### src/rtl/uart_program_loader.sv
// uart_program_loader
//
// Boot-time program loader. Receives a program over a UART RX line that is
// oversampled from a 16x baud tick, pairs received bytes into 16-bit
// instructions (high byte first) and writes them sequentially into program
// memory. The processor is held in reset until loading finishes, which
// happens on a 0x0000 halt word or when the last memory address is written.
//
// Ports:
//   clk        system clock
//   rst        synchronous active-low reset
//   baud_tick  one-clk pulse at OVERSAMPLE x bit rate
//   rx         UART serial input, idle high, asynchronous to clk
//   prog_we    program memory write strobe, one clk per word
//   prog_addr  program memory write address
//   prog_data  instruction word being written
//   cpu_rst_n  processor reset, low while loading, high once done
//   done       load complete, sticky until rst
//   frame_err  sticky, set when a stop bit was sampled low
//   word_count number of words written so far
module uart_program_loader #(
    parameter int ADDR_W     = 11,
    parameter int MAX_WORDS  = 2048,
    parameter int OVERSAMPLE = 16
) (
    input  logic              clk,
    input  logic              rst,
    input  logic              baud_tick,
    input  logic              rx,
    output logic              prog_we,
    output logic [ADDR_W-1:0] prog_addr,
    output logic [15:0]       prog_data,
    output logic              cpu_rst_n,
    output logic              done,
    output logic              frame_err,
    output logic [ADDR_W:0]   word_count
);

    localparam int TICK_W = $clog2(OVERSAMPLE);
    localparam logic [TICK_W-1:0] MID_TICK  = TICK_W'(OVERSAMPLE / 2 - 1);
    localparam logic [TICK_W-1:0] LAST_TICK = TICK_W'(OVERSAMPLE - 1);
    localparam logic [ADDR_W-1:0] LAST_ADDR = ADDR_W'(MAX_WORDS - 1);

    typedef enum logic [2:0] {
        S_IDLE,
        S_START,
        S_DATA,
        S_STOP,
        S_DONE
    } rx_state_t;

    rx_state_t          state, state_next;
    logic               rx_meta, rx_sync;
    logic [TICK_W-1:0]  tick_cnt, tick_cnt_next;
    logic [2:0]         bit_idx, bit_idx_next;
    logic [7:0]         shift_reg, shift_reg_next;
    logic               phase_low, phase_low_next;
    logic               prog_we_next;
    logic [ADDR_W-1:0]  prog_addr_next;
    logic [15:0]        prog_data_next;
    logic [ADDR_W:0]    word_count_next;
    logic               done_next, frame_err_next, cpu_rst_n_next;
    logic               final_write;

    // Two-flop synchronizer; resets to the idle level so reset never
    // looks like a start edge.
    always_ff @(posedge clk) begin
        if (!rst) begin
            rx_meta <= 1'b1;
            rx_sync <= 1'b1;
        end else begin
            rx_meta <= rx;
            rx_sync <= rx_meta;
        end
    end

    always_ff @(posedge clk) begin
        if (!rst) begin
            state      <= S_IDLE;
            tick_cnt   <= '0;
            bit_idx    <= '0;
            shift_reg  <= '0;
            phase_low  <= 1'b0;
            prog_we    <= 1'b0;
            prog_addr  <= '0;
            prog_data  <= '0;
            word_count <= '0;
            done       <= 1'b0;
            frame_err  <= 1'b0;
            cpu_rst_n  <= 1'b0;
        end else begin
            state      <= state_next;
            tick_cnt   <= tick_cnt_next;
            bit_idx    <= bit_idx_next;
            shift_reg  <= shift_reg_next;
            phase_low  <= phase_low_next;
            prog_we    <= prog_we_next;
            prog_addr  <= prog_addr_next;
            prog_data  <= prog_data_next;
            word_count <= word_count_next;
            done       <= done_next;
            frame_err  <= frame_err_next;
            cpu_rst_n  <= cpu_rst_n_next;
        end
    end

    // The word on the strobe is the last one if it is the halt word or it
    // lands on the final address.
    assign final_write = prog_we && ((prog_data == 16'h0000) || (prog_addr == LAST_ADDR));

    always_comb begin
        state_next      = state;
        tick_cnt_next   = tick_cnt;
        bit_idx_next    = bit_idx;
        shift_reg_next  = shift_reg;
        phase_low_next  = phase_low;
        prog_we_next    = 1'b0;
        prog_addr_next  = prog_addr;
        prog_data_next  = prog_data;
        word_count_next = word_count;
        done_next       = done;
        frame_err_next  = frame_err;
        cpu_rst_n_next  = cpu_rst_n;

        case (state)
            S_IDLE: begin
                if (!rx_sync) begin
                    state_next    = S_START;
                    tick_cnt_next = '0;
                end
            end
            S_START: begin
                if (baud_tick) begin
                    if (tick_cnt == MID_TICK) begin
                        tick_cnt_next = '0;
                        // A start bit that is high again at mid-bit was a glitch.
                        if (!rx_sync) begin
                            state_next   = S_DATA;
                            bit_idx_next = '0;
                        end else begin
                            state_next = S_IDLE;
                        end
                    end else begin
                        tick_cnt_next = tick_cnt + 1'b1;
                    end
                end
            end
            S_DATA: begin
                if (baud_tick) begin
                    if (tick_cnt == LAST_TICK) begin
                        tick_cnt_next  = '0;
                        shift_reg_next = {rx_sync, shift_reg[7:1]};
                        if (bit_idx == 3'd7) begin
                            state_next = S_STOP;
                        end else begin
                            bit_idx_next = bit_idx + 1'b1;
                        end
                    end else begin
                        tick_cnt_next = tick_cnt + 1'b1;
                    end
                end
            end
            S_STOP: begin
                if (baud_tick) begin
                    if (tick_cnt == LAST_TICK) begin
                        tick_cnt_next = '0;
                        state_next    = S_IDLE;
                        if (rx_sync) begin
                            if (!phase_low) begin
                                prog_data_next[15:8] = shift_reg;
                                phase_low_next       = 1'b1;
                            end else begin
                                prog_data_next[7:0] = shift_reg;
                                phase_low_next      = 1'b0;
                                prog_we_next        = 1'b1;
                            end
                        end else begin
                            // Bad frame: drop the byte and resync so the next
                            // good byte starts a fresh word.
                            frame_err_next = 1'b1;
                            phase_low_next = 1'b0;
                        end
                    end else begin
                        tick_cnt_next = tick_cnt + 1'b1;
                    end
                end
            end
            S_DONE: begin
                state_next = S_DONE;
            end
            default: begin
                state_next = S_IDLE;
            end
        endcase

        // Post-strobe bookkeeping runs alongside the RX FSM so a start edge
        // arriving on the strobe cycle is not lost.
        if (prog_we) begin
            word_count_next = word_count + 1'b1;
            if (prog_addr != LAST_ADDR) begin
                prog_addr_next = prog_addr + 1'b1;
            end
            if (final_write) begin
                state_next     = S_DONE;
                done_next      = 1'b1;
                cpu_rst_n_next = 1'b1;
            end
        end
    end

endmodule

### config.mk
export PLATFORM = sky130hd
export DESIGN_NAME = uart_program_loader
export DESIGN_NICKNAME = d
export VERILOG_FILES = /design/src/rtl/uart_program_loader.sv
export SDC_FILE = /design/constraint.sdc
export NUM_CORES = 1
export LEC_CHECK = 0
export CORE_UTILIZATION = 30
export CTS_BUF_LIST = sky130_fd_sc_hd__clkbuf_2
export CTS_CLUSTER_SIZE = 24
export DETAILED_ROUTE_END_ITERATION = 8
export GPL_TIMING_DRIVEN = 0
export HOLD_SLACK_MARGIN = 0.15
export PLACE_DENSITY = 0.57
export SLEW_MARGIN = 40
export SYNTH_ARGS = -nofsm -noshare
export SYNTH_HDL_FRONTEND = slang
export SYNTH_SLANG_ARGS = --single-unit
### constraint.sdc
create_clock -name clk -period 3.85 [get_ports clk]
set_clock_uncertainty 0.05 [all_clocks]
set_input_delay 0.77 -clock clk [delete_from_list [all_inputs] [get_ports clk]]
set_output_delay 0.77 -clock clk [all_outputs]
set_load 0.1 [all_outputs]
==> flow_summary.ini, run 1 <==
[outcome]
status = finished, violations left
violations = DRC

[setup_path]
arrival_ns = 2.66
slowest_delay_ns = 0.52
cp.required_ns = 4.21
worst-path-buf-inv = 3
cp-end-kind = register
crit_fanout = 9
criticalPathCategory = input port to register
critPathSlowestCell = clkdlybuf4s50_1
critical-path-top-delay-family = buffers and inverters
path_cells = clkdlybuf4s50_1, nand2_1, or4_4, buf_6, nor3b_2, buf_6, mux2i_1
critPathLaunchType = input port
crit_path_frequent_cell = buf_6

[synthesis]
yosys-top-cells-area = dfxtp_1, mux2i_1, nand2_1
syn_area_per_cell_um2 = 9.16
async_flop_share = 0
synth_seq_cells = 63
ys_warn_count = 0
synth_cell_type_count = 52
yosysTopAreaCellShare = 0.456
synth_edf_count = 0
synth_flop_cell = dfxtp_1
syn_nets = 311
synthCells = 302
yosys.area.top_type = dfxtp_1
ys_seq_area_frac = 0.456
syn_area_um2 = 2770

[pwr]
p_leak_nw = 1.21
p_total_mw = 1.00
worst_ir_drop_vdd_v = 0.000114
powerDensity_nw_per_um2 = 311

[hold_path]
hold_path.class = register to register

[floorplanning]
initial_utilization = 0.314
coreArea_um2 = 8810
die-area_um2 = 9610
die_w_um = 98.1
num_io_pins = 47
num_rows = 34
die_h_um = 98.1

[cts]
cts_tree = built
cts-root-buf = clkbuf_2
cts.sinks = 63
ctsLongestPathBuffers = 2
clkLatencyLatePin_ns = 0.48
cts_repair_resize_count = 0
clk_pin_slew_ns = 0.17
numCtsBuffers = 9
cts_max_level = 3
ctsHoldBuffers = 0
cts_setup_buffers = 0

[global_routing]
grt_use_total = 0.141
gr-total-overflow = 0
antenna_found_initial = 0
grt_pass1_vias = 2154
grt_max_degree = 11
grt_pass1_wl_mm = 10.7

[finish]
final_layout_size_suffix_gt1_frac = 0.202
top_register = prog_data
layout_common_cells = dfxtp_1, buf_2, nand2_1, nor2_1, mux2i_1
top_regs = prog_data: 16 flops, word_count: 12 flops, prog_addr: 11 flops
largest_reg_flops = 16
n_antenna_cell = 0
fin_area_um2 = 3210
layout_commonest_cell = dfxtp_1
final_core_util = 0.365
area_delta_synth_final_pct = 16.1
fin_nets = 367

[route]
ant_nets = 0
vias_per_cell = 5.01
drt_iter0_markers = 78
vias = 2357
drt-wirelength-per-cell_um = 13.8
routed_wl_mm = 6.48
drt_first_pass_iters = 7
drcViolationCount = 4

[job]
drv_cap = 0

[sta]
max_freq_mhz = 435
setup_viol = 0
setup_slack_ns = 1.55
relSlewSlack = 0.582
rsz0062_at_grt = no
worst_slew_pin_slew_ns = 0.619
slew_violations = 0
hold_viol = 0
fin_crit_ns = 2.30
finalSetupTns_ns = 0
finalCritPeriodShare = 0.598

[place]
io_buffers = 45
dp_hpwl_mm = 4.65
gp_congestion = 0.731
postPlaceCellArea_um2 = 3140
dp_slack_ns = 1.02
[Yosys cell counts (all sizes together), types with 2 or more instances]
cell type,count
o21ai,8
or3,5
o41ai,2
nand2,38
nor3b,2
xor2,8
nor3,2
and2,3
nand3,12
buf,10
nand2b,5
or4,4
nor2,29
nand3b,3
nor4,10
o31ai,4
clkbuf,8
and3,3
ha,5
nand4,6
inv,7
a32oi,2
xnor2,4
a21oi,12
dfxtp,63
mux2i,26
o21a,5
[power by group]
part / leakage, nW / switching [mW] / internal, mW
clock: 0.0550 / 0.238 / 0.0788
combinational: 0.650 / 0.0201 / 0.00783
sequential: 0.508 / 0.00146 / 0.654
total: 1.21 / 0.259 / 0.741
[worst register-to-register path: stages (launching register included)]
cell and delay, ns:
dfxtp_1 0.46, ha_1 0.22, nand3_1 0.19, nor4_2 0.47
buf_2 0.30, o21a_1 0.25, nor4_1 0.09
[per-layer routing]
| metal | vias to the layer above | global-route usage | part of all wire |
|---|---|---|---|
| met4 | 0 | 0.0676 | 0.011 |
| met3 | 7 | 0.0301 | 0.052 |
| met2 | 57 | 0.209 | 0.43 |
| li1 | 1182 | - | - |
| met5 | - | 0 | 0 |
| met1 | 1111 | 0.194 | 0.51 |
[cell families (layout without fill, tap and decap cells)]
| kind of cell | count (synthesis) | after routing | share of synthesized area |
|---|---|---|---|
| AOI/OAI and AO/OA | 43 | 43 | 0.103 |
| xor gates and xnor gates | 12 | 12 | 0.0380 |
| muxes | 26 | 26 | 0.0940 |
| and+or+nand+nor | 128 | 128 | 0.244 |
| buffers and inverters | 25 | 85 | 0.0429 |
| DFF | 63 | 63 | 0.456 |
| adders and majority gates | 5 | 5 | 0.0226 |
[stage by stage]
step	std cells	hold WS [ns]
floorplan	302	0.336
global placement	455	0.342
detailed placement	455	0.349
CTS	470	0.386
global route	470	0.394
finish	470	0.381
[layout make-up]
class,count,area [µm²]
clock inverters,5,26.3
multi-input cells,214,1390
clock buffers,10,50.0
inverters,7,26.3
repair buffers,45,235
flip-flops and latches,63,1260
plain buffers,18,92.6
fillers,923,5590
well taps,108,135
[path summary, 6_finish.rpt]
| path | from | end | slack (ns) | cells after the start |
|---|---|---|---|---|
| max reg2reg | prog_addr[0]$_SDFFE_PN0P_ | state[0]$_SDFF_PN0_ | 1.70 | 6 |
| min | rx_meta$_SDFF_PN1_ | rx_sync$_SDFF_PN1_ | 0.38 | 1 |
| max | baud_tick | prog_data[12]$_SDFFE_PN0P_ | 1.55 | 7 |
| min reg2reg | rx_meta$_SDFF_PN1_ | rx_sync$_SDFF_PN1_ | 0.38 | 1 |
No activity file was read; power rests on OpenSTA's default activity.
==> inputs of run 2 (changes only) <==
--- a/config.mk
+++ b/config.mk
@@ -11,7 +11,7 @@
 export DETAILED_ROUTE_END_ITERATION = 8
 export GPL_TIMING_DRIVEN = 0
 export HOLD_SLACK_MARGIN = 0.15
-export PLACE_DENSITY = 0.57
+export PLACE_DENSITY = 0.59
 export SLEW_MARGIN = 40
 export SYNTH_ARGS = -nofsm -noshare
 export SYNTH_HDL_FRONTEND = slang
==> constraint.sdc (replaced) <==
create_clock -name clk -period 1.99 [get_ports clk]
set_clock_uncertainty 0.05 [all_clocks]
set_input_delay 0.398 -clock clk [delete_from_list [all_inputs] [get_ports clk]]
set_output_delay 0.398 -clock clk [all_outputs]
set_load 0.1 [all_outputs]
==> run 2 against run 1 <==
  * Largest cell class unchanged
  * The run still ends with DRC left
  * Worst setup slack worse by 1.5 ns
  * Wire length is 1.9% higher
  * Die area stayed put
  * Cell count up 1.7%
  * Critical path depth fell by 1
  * Power grew 94%
==> flow_summary.ini, run 2 (synthesized netlist as in run 1, its figures left out) <==
[outcome]
status = finished, violations left
violations = DRC

[global_routing]
grt_pass1_wl_mm = 11.1
grt_max_degree = 11
gr-total-overflow = 0
grt_pass1_vias = 2284
antenna_found_initial = 0
grt_use_total = 0.143

[route]
routed_wl_mm = 6.60
vias_per_cell = 4.94
drt-wirelength-per-cell_um = 13.8
drcViolationCount = 4
ant_nets = 0
drt_first_pass_iters = 6
drt_iter0_markers = 100
vias = 2363

[place]
dp_slack_ns = -0.432
io_buffers = 45
dp_hpwl_mm = 4.60
gp_congestion = 0.775

[floorplanning]
num_rows = 34
die-area_um2 = 9610
die_h_um = 98.1
coreArea_um2 = 8810
initial_utilization = 0.314
die_w_um = 98.1
num_io_pins = 47

[hold_path]
holdPathStages = 2
min-delay-start = rst
hold_path_end = rx_sync$_SDFF_PN1_
hold_path.class = input port to register

[pwr]
p_sw_mw = 0.492
powerDensity_nw_per_um2 = 577
p_total_mw = 1.94
p_int_mw = 1.45
worst_ir_drop_vdd_v = 0.000188
swShare = 0.253
p_leak_nw = 1.28
combPwrFrac = 0.028
clockPowerShare = 0.321
pwr-share-seq = 0.650

[cts]
cts_max_level = 3
cts.sinks = 63
cts-root-buf = clkbuf_2
ctsLongestPathBuffers = 2
clkLatencyLatePin_ns = 0.46
clk_pin_slew_ns = 0.17
numCtsBuffers = 9
cts_tree = built

[setup_path]
rr_endpoint = prog_data[12]$_SDFFE_PN0P_
critPathLaunchType = register
crit_fanout = 5
rr_startpoint = tick_cnt[1]$_SDFFE_PN0P_
worst_r2r_path_depth = 6
cp-end-kind = register
path_cells = ha_4, nand2_2, or4_4, nor3b_4, buf_6, mux2i_1
cp.required_ns = 2.33
criticalPathCategory = register to register
r2r_slack_ns = 0.08
critPathSlowestCell = or4_4
arrival_ns = 2.25
slowest_delay_ns = 0.57

[finish]
top_regs = prog_data: 16 flops, word_count: 12 flops, prog_addr: 11 flops
n_antenna_cell = 0
final_layout_size_suffix_gt1_frac = 0.292
layout_commonest_cell = buf_2
area_delta_synth_final_pct = 21.8
largest_reg_flops = 16
fin_nets = 374
layout_common_cells = buf_2, dfxtp_1, nand2_1, nor2_1, mux2i_1
top_register = prog_data

[job]
drv_cap = 0

[sta]
relSlewSlack = 0.623
slew_violations = 0
fin_crit_ns = 1.91
worst_slew_pin_slew_ns = 0.566
hold_viol = 0
max_freq_mhz = 523
setup_slack_ns = 0.0769
rsz0062_at_grt = no
finalCritPeriodShare = 0.961
setup_viol = 0
whs_ns = 0.279
==> run 2: through the flow <==
step / area [µm²] / setup TNS, ns / instances / utilization
2_1_floorplan: 2800 / 0 / 302 / -
3_3_place_gp: 3380 / -10.31 / 455 / 0.384
3_5_place_dp: 3170 / -11.23 / 455 / 0.359
4_1_cts: 3300 / -0.00296 / 474 / 0.375
5_1_grt: 3370 / 0 / 478 / 0.383
6_report: 3370 / 0 / 478 / 0.383
==> run 2: power groups by stage <==
stage / clock network (mW) / logic, mW / registers, mW
2_1_floorplan: 0 / 0.0342 / 1.29
3_3_place_gp: 0 / 0.0535 / 1.29
3_5_place_dp: 0 / 0.0542 / 1.29
4_1_cts: 0.652 / 0.0551 / 1.26
5_1_grt: 0.720 / 0.0612 / 1.27
6_report: 0.625 / 0.0551 / 1.26
==> run 2: critical path: cells and delay by family, from the launching register on <==
kind,cells,cell delay [ns]
multiplexers,1,0.19
buffers and inverters,1,0.17
AND/OR/NAND/NOR,3,0.91
adder cells (fa/ha/maj),1,0.14
flip-flops,1,0.38
==> run 2: how the worst max path moves through the flow <==
stage / startpoint / end / slack, ns / depth (start not counted)
after floorplan: word_count[6]$_SDFFE_PN0P_ / word_count[11]$_SDFFE_PN0P_ / 0.006 / 4
after global placement: baud_tick / prog_data[13]$_SDFFE_PN0P_ / -0.40 / 7
after detailed placement: baud_tick / prog_data[9]$_SDFFE_PN0P_ / -0.43 / 7
after CTS: state[0]$_SDFF_PN0_ / shift_reg[6]$_SDFFE_PN0P_ / -0.003 / 6
after global routing: tick_cnt[1]$_SDFFE_PN0P_ / prog_data[9]$_SDFFE_PN0P_ / 0.001 / 6
final: tick_cnt[1]$_SDFFE_PN0P_ / prog_data[12]$_SDFFE_PN0P_ / 0.08 / 6
==> run 2: layout make-up <==
type	instances	area [µm²]
repair buffers	53	299
flip-flops and latches	63	1290
multi-input cells	214	1450
well taps	108	135
clock buffers	12	60.1
inverters	7	26.3
clock inverters	4	22.5
plain buffers	17	83.8
fillers	899	5440
==> run 2: per-layer routing <==
layer / global-route usage / part of all wire
met1: 0.198 / 0.51
met5: 0 / 0
met4: 0.0490 / 0.0091
met3: 0.0301 / 0.050
met2: 0.222 / 0.44
==> run 2: what timing repair did <==
action                                  4_1_cts  5_1_grt
buffers inserted                              2        5
pin swaps                                     1        5
endpoints found under the setup margin       29       32
resized for setup                             7       10
cloned                                        1        0
hold buffers                                  0        0
==> inputs of run 3 (changes only) <==
--- a/config.mk
+++ b/config.mk
@@ -5,13 +5,13 @@
 export SDC_FILE = /design/constraint.sdc
 export NUM_CORES = 1
 export LEC_CHECK = 0
-export CORE_UTILIZATION = 30
+export CORE_UTILIZATION = 49
 export CTS_BUF_LIST = sky130_fd_sc_hd__clkbuf_2
 export CTS_CLUSTER_SIZE = 24
 export DETAILED_ROUTE_END_ITERATION = 8
 export GPL_TIMING_DRIVEN = 0
-export HOLD_SLACK_MARGIN = 0.15
-export PLACE_DENSITY = 0.59
+export HOLD_SLACK_MARGIN = 0.03
+export PLACE_DENSITY = 0.85
 export SLEW_MARGIN = 40
 export SYNTH_ARGS = -nofsm -noshare
 export SYNTH_HDL_FRONTEND = slang
==> constraint.sdc (replaced) <==
create_clock -name clk -period 1.7 [get_ports clk]
set_clock_uncertainty 0.05 [all_clocks]
set_input_delay 0.34 -clock clk [delete_from_list [all_inputs] [get_ports clk]]
set_output_delay 0.34 -clock clk [all_outputs]
set_load 0.1 [all_outputs]
==> run 3 against run 2 <==
  * Fmax up 2.4%
  * Critical path type unchanged
  * Clock-buffer cell count did not move
  * Largest cell class unchanged
  * Highest routed layer unchanged
  * Via count rose by 4.3%
  * Register-to-register slack got worse by 0.25 ns
  * Utilization rose by 32 points
  * The flow finishes with violations (setup timing)
  * Sequential share of layout area is 1.8 points lower
  * Sequential power grew 16%
  * Non-clock buffer count up 7
  * Critical path depth stayed put
==> flow_summary.ini, run 3 (synthesized netlist as in run 1, its figures left out) <==
[outcome]
status = finished, violations left
violations = setup timing

[floorplanning]
die-area_um2 = 5950
die_w_um = 77.2
num_rows = 26
coreArea_um2 = 5270
num_io_pins = 47
initial_utilization = 0.525
die_h_um = 77.2

[global_routing]
grt_pass1_wl_mm = 11.3
grt_use_total = 0.246
grt_pass1_vias = 2340
gr-total-overflow = 0
antenna_found_initial = 0
grt_max_degree = 11

[setup_path]
slowest_delay_ns = 0.47
arrival_ns = 2.21
crit_path_frequent_cell = ha_4
critical-path-top-delay-family = simple AND/OR/NAND/NOR gates
criticalPathCategory = register to register
crit_fanout = 3
path_cells = ha_4, ha_4, or4bb_1, a211o_1, a22oi_2, nor2_1
critPathLaunchType = register
cp.required_ns = 2.04
cp-end-kind = register
worst-path-buf-inv = 0
critPathSlowestCell = or4bb_1

[cts]
ctsLongestPathBuffers = 2
cts_tree = built
clkLatencyLatePin_ns = 0.50
cts-root-buf = clkbuf_2
cts.sinks = 63
numCtsBuffers = 9
clk_pin_slew_ns = 0.16
cts_max_level = 3
ctsHoldBuffers = 0

[sta]
rsz0062_at_grt = yes
hold_viol = 0
fin_crit_ns = 1.87
setup_viol = 19
worst_slew_pin_slew_ns = 0.637
relSlewSlack = 0.575
setup_slack_ns = -0.168
max_freq_mhz = 535
finalCritPeriodShare = 1.10
slew_violations = 0

[finish]
fin_nets = 381
n_antenna_cell = 0
final_layout_size_suffix_gt1_frac = 0.390
largest_reg_flops = 16
final_core_util = 0.703
area_delta_synth_final_pct = 33.8
layout_common_cells = buf_4, nand2_1, dfxtp_2, nor2_1, mux2i_1
top_regs = prog_data: 16 flops, word_count: 12 flops, prog_addr: 11 flops
layout_commonest_cell = buf_4
top_register = prog_data

[route]
drt_iter0_markers = 146
wl_met1_mm = 3.11
vias = 2464
ant_nets = 0
vias_per_cell = 5.51
wl_met3_um = 423
drt_first_pass_iters = 4
highest_layer = met4
routed_wl_mm = 6.78
drcViolationCount = 0
drt-wirelength-per-cell_um = 15.2
wl_met2_mm = 3.10

[pwr]
powerDensity_nw_per_um2 = 694
p_leak_nw = 1.36
worst_ir_drop_vdd_v = 0.000547

[place]
dp_slack_ns = -0.605
io_buffers = 45
gp_congestion = 0.792
dp_hpwl_mm = 4.47

[job]
drv_cap = 0

[hold_path]
hold_path.class = input port to register
-- run 3: final cells by class --
| type | instances | area, µm² |
|---|---|---|
| clock inverters | 4 | 70.1 |
| well taps | 70 | 87.6 |
| inverters | 7 | 26.3 |
| clock buffers | 12 | 60.1 |
| fillers | 417 | 1570 |
| multi-input cells | 214 | 1520 |
| flip-flops and latches | 63 | 1350 |
| repair buffers | 60 | 487 |
| plain buffers | 17 | 103 |
-- run 3: worst paths after layout --
kind                                              start                      end  slack, ns  cells past startpoint
worst min-delay path                                rst       rx_sync$_SDFF_PN1_       0.16                      2
worst min register to register       rx_meta$_SDFF_PN1_       rx_sync$_SDFF_PN1_       0.38                      1
worst max-delay path            bit_idx[0]$_SDFFE_PN0P_  bit_idx[0]$_SDFFE_PN0P_      -0.17                      6
worst max register to register  bit_idx[0]$_SDFFE_PN0P_  bit_idx[0]$_SDFFE_PN0P_      -0.17                      6
-- run 3: metrics by stage --
step | power [mW] | cell area [µm²] | hold WS (ns) | TNS [ns] | std cells
after global placement | 1.56 | 3460 | 0.343 | -22.14 | 417
after detailed placement | 1.56 | 3250 | 0.347 | -16.86 | 417
after global routing | 2.66 | 3700 | 0.146 | -2.89 | 447
after floorplan | 1.54 | 2930 | 0.336 | -0.521 | 302
final | 2.57 | 3700 | 0.164 | -1.34 | 447
after CTS | 2.58 | 3600 | 0.129 | -1.68 | 442
-- run 3: power breakdown --
part	leakage [nW]	internal, mW	switching, mW
combinational	0.744	0.0197	0.0471
sequential	0.535	1.46	0.00420
clock	0.0859	0.502	0.537
-- run 3: routing by layer --
layer  vias up  GRT usage
li1       1221          -
met1      1145      0.310
met2        82      0.389
met3        16     0.0643
met4         0      0.113
met5         -          0
-- run 3: repair_timing --
action                                  in CTS  in global routing
pin swaps                                    7                  6
endpoints found under the setup margin      73                 51
gates cloned                                 1                  1
gates resized for setup                     49                 24
buffers inserted                             9                  4
